<file path="src/rtl/apu_pkg.sv">
// -----------------------------------------------------------------------------
// apu_pkg: shared types and helpers for the address processing unit bank.
//   apu_output    : one BITS-wide output field (address, stride or delta).
//   acc_kind_e    : which of the three per-APU accumulators a formula feeds.
//   formula_width : width of one APU's formula slice (base + LOOP_CNT coefs).
// -----------------------------------------------------------------------------
package apu_pkg;

  localparam int APU_BITS = 8;
  localparam int ACC_CNT  = 3;

  typedef logic [APU_BITS-1:0] apu_output;

  typedef enum logic [1:0] {
    ACC_ADDR     = 2'd0,
    ACC_STRIDE_X = 2'd1,
    ACC_STRIDE_Y = 2'd2
  } acc_kind_e;

  function automatic int formula_width(input int bits, input int loop_cnt);
    return (loop_cnt + 1) * bits;
  endfunction

endpackage

</file>
<file path="src/rtl/apu_accum.sv">
// -----------------------------------------------------------------------------
// apu_accum: one affine accumulator (address, stride_x or stride_y of one APU).
//   value = base + sum of di * coef[loop_var] over all enabled edges.
// Ports:
//   clk         clock, rising edge
//   rst         async active-high: clears the offset; also loads the formula
//               (synchronously, on every edge while high)
//   i_enable    offset update enable
//   i_di        step for the active loop variable (two's complement)
//   i_loop_var  index of the loop variable being stepped
//   i_formula   {coef[LOOP_CNT-1], ..., coef[0], base}, base in the LSBs
//   o_value     base + offset
//   o_delta     di * coef[loop_var], the step applied at the next enabled edge
// -----------------------------------------------------------------------------
module apu_accum
  import apu_pkg::*;
#(
  parameter int BITS         = 8,
  parameter int LOG_LOOP_CNT = 1
) (
  input  logic                                      clk,
  input  logic                                      rst,
  input  logic                                      i_enable,
  input  logic [BITS-1:0]                           i_di,
  input  logic [LOG_LOOP_CNT-1:0]                   i_loop_var,
  input  logic [(2**LOG_LOOP_CNT+1)*BITS-1:0]       i_formula,
  output logic [BITS-1:0]                           o_value,
  output logic [BITS-1:0]                           o_delta
);

  localparam int LOOP_CNT = 2**LOG_LOOP_CNT;
  localparam int FW       = formula_width(BITS, LOOP_CNT);

  logic [FW-1:0]   r_formula;
  logic [BITS-1:0] r_offset;
  logic [BITS-1:0] w_base;
  logic [BITS-1:0] w_coef;
  logic [BITS-1:0] w_delta;
  logic [BITS-1:0] w_coefs [LOOP_CNT];

  // The formula has no asynchronous clear: it is captured on each edge seen
  // while reset is high, so reset must cover at least one rising edge.
  always_ff @(posedge clk) begin
    if (rst) r_formula <= i_formula;
  end

  assign w_base = r_formula[0 +: BITS];

  for (genvar j = 0; j < LOOP_CNT; j++) begin : g_coef
    assign w_coefs[j] = r_formula[(j+1)*BITS +: BITS];
  end

  assign w_coef = w_coefs[i_loop_var];

  // Truncated product: modulo 2**BITS the signed and unsigned results agree,
  // so a negative di subtracts correctly without sign extension.
  assign w_delta = i_di * w_coef;

  always_ff @(posedge clk or posedge rst) begin
    if (rst) begin
      r_offset <= '0;
    end else if (i_enable) begin
      r_offset <= r_offset + w_delta;
    end
  end

  assign o_value = w_base + r_offset;
  assign o_delta = w_delta;

endmodule

</file>
<file path="src/rtl/apu.sv">
// -----------------------------------------------------------------------------
// apu: bank of APU_CNT affine address generators, each with address,
// stride_x and stride_y accumulators. All APUs step in parallel; the selector
// only chooses which APU is shown on the output.
// Ports:
//   clk, reset                 clock; async active-high reset (also loads
//                              the formulas on each edge while high)
//   enable                     accumulator update enable
//   di                         signed step for the active loop variable
//   new_*_formula              packed formulas, APU 0 in the MSB slice,
//                              term k of a slice at [k*BITS +: BITS]
//   loop_var                   loop variable being stepped
//   apu_selector               APU driving the outputs
//   out                        {addr, stridex, stridey, daddr, dstridex,
//                              dstridey}, addr in the MSBs
// -----------------------------------------------------------------------------
module apu
  import apu_pkg::*;
#(
  parameter int BITS         = 8,
  parameter int LOG_LOOP_CNT = 1,
  parameter int LOG_APU_CNT  = 1
) (
  input  logic                                                    clk,
  input  logic                                                    reset,
  input  logic                                                    enable,
  input  logic [BITS-1:0]                                         di,
  input  logic [(2**LOG_LOOP_CNT+1)*BITS*(2**LOG_APU_CNT)-1:0]    new_address_formula,
  input  logic [(2**LOG_LOOP_CNT+1)*BITS*(2**LOG_APU_CNT)-1:0]    new_stride_x_formula,
  input  logic [(2**LOG_LOOP_CNT+1)*BITS*(2**LOG_APU_CNT)-1:0]    new_stride_y_formula,
  input  logic [LOG_LOOP_CNT-1:0]                                 loop_var,
  input  logic [LOG_APU_CNT-1:0]                                  apu_selector,
  output logic [6*BITS-1:0]                                       out
);

  localparam int LOOP_CNT = 2**LOG_LOOP_CNT;
  localparam int APU_CNT  = 2**LOG_APU_CNT;
  localparam int SLICE    = formula_width(BITS, LOOP_CNT);

  logic [SLICE*APU_CNT-1:0] w_formula_bus [ACC_CNT];
  logic [BITS-1:0]          w_value       [ACC_CNT][APU_CNT];
  logic [BITS-1:0]          w_delta       [ACC_CNT][APU_CNT];

  assign w_formula_bus[ACC_ADDR]     = new_address_formula;
  assign w_formula_bus[ACC_STRIDE_X] = new_stride_x_formula;
  assign w_formula_bus[ACC_STRIDE_Y] = new_stride_y_formula;

  for (genvar k = 0; k < ACC_CNT; k++) begin : g_kind
    for (genvar a = 0; a < APU_CNT; a++) begin : g_apu
      // APU 0 occupies the most significant slice of each bus.
      apu_accum #(
        .BITS         (BITS),
        .LOG_LOOP_CNT (LOG_LOOP_CNT)
      ) u_accum (
        .clk        (clk),
        .rst        (reset),
        .i_enable   (enable),
        .i_di       (di),
        .i_loop_var (loop_var),
        .i_formula  (w_formula_bus[k][SLICE*(APU_CNT-1-a) +: SLICE]),
        .o_value    (w_value[k][a]),
        .o_delta    (w_delta[k][a])
      );
    end
  end

  // Purely combinational selection: a selector change shows without an edge.
  assign out = {w_value[ACC_ADDR][apu_selector],
                w_value[ACC_STRIDE_X][apu_selector],
                w_value[ACC_STRIDE_Y][apu_selector],
                w_delta[ACC_ADDR][apu_selector],
                w_delta[ACC_STRIDE_X][apu_selector],
                w_delta[ACC_STRIDE_Y][apu_selector]};

endmodule

</file>
<file path="config.mk">
export PLATFORM = sky130hd
export DESIGN_NAME = apu
export DESIGN_NICKNAME = d
export VERILOG_FILES = /design/src/rtl/apu_pkg.sv /design/src/rtl/apu_accum.sv /design/src/rtl/apu.sv
export SDC_FILE = /design/constraint.sdc
export NUM_CORES = 1
export LEC_CHECK = 0
export CAP_MARGIN = 10
export CORE_ASPECT_RATIO = 1.4
export CORE_MARGIN = 4
export CORE_UTILIZATION = 60
export CTS_BUF_LIST = sky130_fd_sc_hd__clkbuf_8
export DETAILED_ROUTE_END_ITERATION = 8
export PLACE_DENSITY_LB_ADDON = 0.2
export SETUP_SLACK_MARGIN = 0.05
export SLEW_MARGIN = 20
export SYNTH_ARGS = -nofsm -noshare
export SYNTH_HDL_FRONTEND = slang
export SYNTH_SLANG_ARGS = --single-unit
</file>
<file path="constraint.sdc">
create_clock -name clk -period 8.6 [get_ports clk]
set_input_delay 0.86 -clock clk [delete_from_list [all_inputs] [get_ports clk]]
set_output_delay 0.86 -clock clk [all_outputs]
set_load 0.01 [all_outputs]
</file>
==> metrics.md <==
| Metric | Value |
|---|---|
| Outcome | `complete, no violations` |
| Number of instances in the synthesized netlist | `between 1000 and 1500` |
| Critical Path Most Common Cell | `fa_1` |
| Final #Nets | `2024` |
| Adder and majority gate portion of the synthesized area | `0.2506` |
| Xor/xnor share of the synthesized area | `0.1043` |
| Setup Buffers After CTS | `0` |
| DR vias | `between 10000 and 15000` |
| Clock tree from TritonCTS | `built` |
| Largest clock skew in the final design | `0.01020 ns` |
| Clock-pin slew on the worst setup and hold paths | `about 0.10 ns` |
| Setup-violating endpoint count in the final report | `0` |
| Core footprint | `approximately 26000 um2` |
| Total placed instance area | `between 15000 and 20000 um2` |
| Cells along the critical path | `buf_2, buf_4, mux2_2, and2_1, fa_1, fa_1, ha_1, inv_1, fa_1, inv_1, ha_1, a21o_1, a21oi_1, xnor2_1, xnor3_1, nor2_1, a21oi_1, clkdlybuf4s50_1` |
| # clock sinks | `around 190` |
| Final HPWL from detailed placement | `about 25 mm` |
| Antenna cell count | `0` |
| Fin. max-slew vios | `0` |
| Total Routing Usage GR | `0.2291` |
| Summed instance area of the synthesized netlist | `approximately 16000 um2` |
| Slowest-stage cell, CP | `clkdlybuf4s50_1` |
| Number of design-rule violations left by the first detailed-router iteration | `575` |
| Final design instance area without fill | `roughly 18000 um2` |
| Worst-Skew Late Latency | `approximately 0.46 ns` |
| Sequential cell area fraction in the yosys report | `0.3520` |
| Unrepaired setup endpoints after global routing | `false` |
| Static Leak | `approximately 8.1 nW` |
| Maximum vdd drop | `between 0.15 and 0.2 mV` |
| Fraction of layout cells with a size suffix above 1 | `0.07673` |
| Global placement routability congestion | `approximately 0.9` |
| Number of synthesized register bits | `around 190` |
| Cts bufs inserted | `17` |
| Final antenna-violating net count | `0` |
| Die Ht | `199.4 um` |
| Clock tree root buffer cell | `clkbuf_8` |
| Critical Setup Path Class | `primary input to output pin` |
| Count of max-cap constraint violations | `0` |
| Synth Area per Inst | `about 11 um2` |
| Final Hold Vio Count | `0` |
| Kind of end point of the critical path | `output pin` |
| Final global-route overflow total | `0` |
| Row count | `around 70` |
| Timing-limited maximum frequency | `between 0.1 and 0.15 GHz` |
| Wire per inst | `~16 um` |
| Maximum count of clock buffers along a single path | `2` |
| Worst stage delay on the critical path | `0.56 ns` |
| Worst min-delay path class | `register to register` |
| Count of flip-flops with a built-in enable after synthesis | `about 140` |
| Startpoint class of the critical path | `primary input` |
| Buffers on Ports | `approximately 200` |
| Period utilization | `0.8255` |
| Post-synthesis cell type with the largest combined area | `edfxtp_1` |
| Synth Net Count | `around 1800` |
| Transition time at the pin with the least slew margin | `approximately 1.1 ns` |
| Synth-to-layout area growth | `17.02%` |
| Largest cells by area after synthesis | `edfxtp_1 (28%), ha_1 (14%), fa_1 (11%), dfrtp_1 (7.7%), xnor2_1 (7.0%)` |
| Vias per cell | `between 5 and 6` |
| DIE WIDTH | `about 140 um` |
| Cells resized by post-CTS repair | `0` |
| Routed WL | `31.69 mm` |
| Initial antenna violation count | `0` |
| Top fanout value on the critical path | `24` |
| Proportion of synthesized area in mux cells | `0.07444` |
| Area fraction in and, or, nand and nor cells after synthesis | `0.09755` |
| Share of Yosys cell area claimed by the top area cell type | `0.2754` |
| First-pass iteration count of the detailed router | `7` |
| Minimum clock period after layout | `a little over 7 ns` |
| Critical path arrival | `~6.2 ns` |
| Io pins | `between 200 and 250` |
| Number of warnings printed during yosys synthesis | `0` |
| Max transition margin | `0.2579` |
| H-tree depth | `4` |
| Via count of the first global-routing pass | `11032` |
| Final TNS setup | `0 ns` |
| Netlist cell types | `33` |
| Complex-gate fraction of the synthesized area | `0.06575` |
| Endpoint required time on the critical path | `~7.7 ns` |
| Total power divided by cell area | `between 300 and 400 nW/um2` |
| Remaining design rule violation count | `0` |
| Die area | `a little under 30000 um2` |
| Total of hold buffers inserted after clock tree synthesis | `0` |
| Main combinational cell family by area after synthesis | `adder cells` |
| Top flip-flop cell by instance count after synthesis | `edfxtp_1` |
| Initial Util | `0.6143` |
| Largest net degree at the start of global routing | `85` |
| Share of async-settable or async-resettable flops after synthesis | `0.2500` |
| First-pass GRT wire length | `approximately 52 mm` |
-- metrics by stage --
step	hold WS [ns]	power, mW	setup slack, ns	utilization	instances
finish	0.5024	5.635	1.501	0.7189	1935
global route	0.5131	6.185	1.231	0.7189	1935
CTS	0.5053	5.689	1.425	0.7190	1935
detailed placement	0.4925	5.095	1.413	0.7043	1903
floorplan	0.4639	4.032	2.860	-	1410
global placement	0.4812	4.950	1.532	0.7045	1903
-- placed cells by master, fill, tap and decap left out, types with 2 or more instances in the layout --
cell type and n:
a21oi_1 94, buf_2 5, nand2_1 53, and2b_1 10
xnor2_2 4, xor2_1 38, nor2b_1 103, nand2b_1 21
clkdlybuf4s50_1 198, mux2i_1 31, o21bai_1 28, fa_1 84
xnor3_1 5, inv_1 182, clkinv_4 2, dfrtp_1 48
ha_1 180, buf_4 10, clkbuf_8 20, mux2_2 67
xnor2_1 126, mux2_4 6, and2_1 51, clkinvlp_4 5
a21o_1 31, edfxtp_1 144, nor2_1 42, o21ai_0 20
-- state kept, by name, summed over array words and instances, names as in the netlist --
register / cells
g_kind.g_apu.u_accum.r_offset: 48
g_kind.g_apu.u_accum.r_formula: 144
-- routing by layer --
| metal | track usage | vias up | wire length [um] |
|---|---|---|---|
| met5 | 0 | - | 0 |
| met4 | 0.05876 | 0 | 468 |
| met3 | 0.03926 | 30 | 1351 |
| met2 | 0.4034 | 221 | 16080 |
| met1 | 0.2928 | 4951 | 13790 |
| li1 | - | 5056 | - |
-- cells by family (layout without fill, tap and decap cells) --
kind of cell	after synthesis	in the layout
and+or+nand+nor	281	281
adders and majority gates	264	264
buffers and inverters	219	425
DFF	192	192
AOI/OAI and AO/OA	175	175
xor gates and xnor gates	174	174
muxes	105	105
-- critical path: cells and delay by family --
family          cells  cell delay [ns]
xor+xnor            2             0.53
fa+ha+maj           5             2.11
mux                 1             0.41
buf+inv             5             1.56
compound gates      3             0.49
simple gates        2             0.25
-- synthesized netlist by cell type, types with 5 or more instances --
master    instances
and2_1           51
ha_1            180
nor2b_1         103
nand2_1          53
o21ai_0          20
a21oi_1          94
inv_1           179
xnor2_1         126
and2b_1          10
nor2_1           42
xor2_1           38
mux2_4            6
nand2b_1         21
o21bai_1         28
dfrtp_1          48
clkbuf_1         29
xnor3_1           5
mux2i_1          31
fa_1             84
a21o_1           31
edfxtp_1        144
mux2_2           67
-- layout make-up --
cell class,count,area [um2]
fill,1849,7184
multi-input combinational,999,9304
tap,319,399.1
sequential,192,5525
inverter,179,673.1
timing repair buffer,214,2093
clock buffer,20,275.3
clock inverter,12,100.1
-- power by group --
group	leakage, nW	switching, mW	internal, mW
sequential	1.97	0.155	1.19
clock	0.188	0.310	0.249
combinational	5.97	1.78	1.94
-- path summary, 6_finish.rpt --
check                      depth (start not counted)  slack (ns)                                      from                                      to
setup / recovery                                  18        1.50                                  loop_var                                  out[7]
hold / removal                                     1        0.50    g_kind[2].g_apu[0].u_accum.r_offset[7]  g_kind[2].g_apu[0].u_accum.r_offset[7]
hold reg to reg                                    1        0.50    g_kind[2].g_apu[0].u_accum.r_offset[7]  g_kind[2].g_apu[0].u_accum.r_offset[7]
max in group asynchronous                          2        7.27                                     reset  g_kind[2].g_apu[1].u_accum.r_offset[1]
min in group asynchronous                          2        0.82                                     reset  g_kind[0].g_apu[0].u_accum.r_offset[7]
setup reg to reg                                  15        3.92  g_kind[0].g_apu[0].u_accum.r_formula[18]  g_kind[0].g_apu[0].u_accum.r_offset[7]
Note: power is estimated with default switching activity, not from simulation.
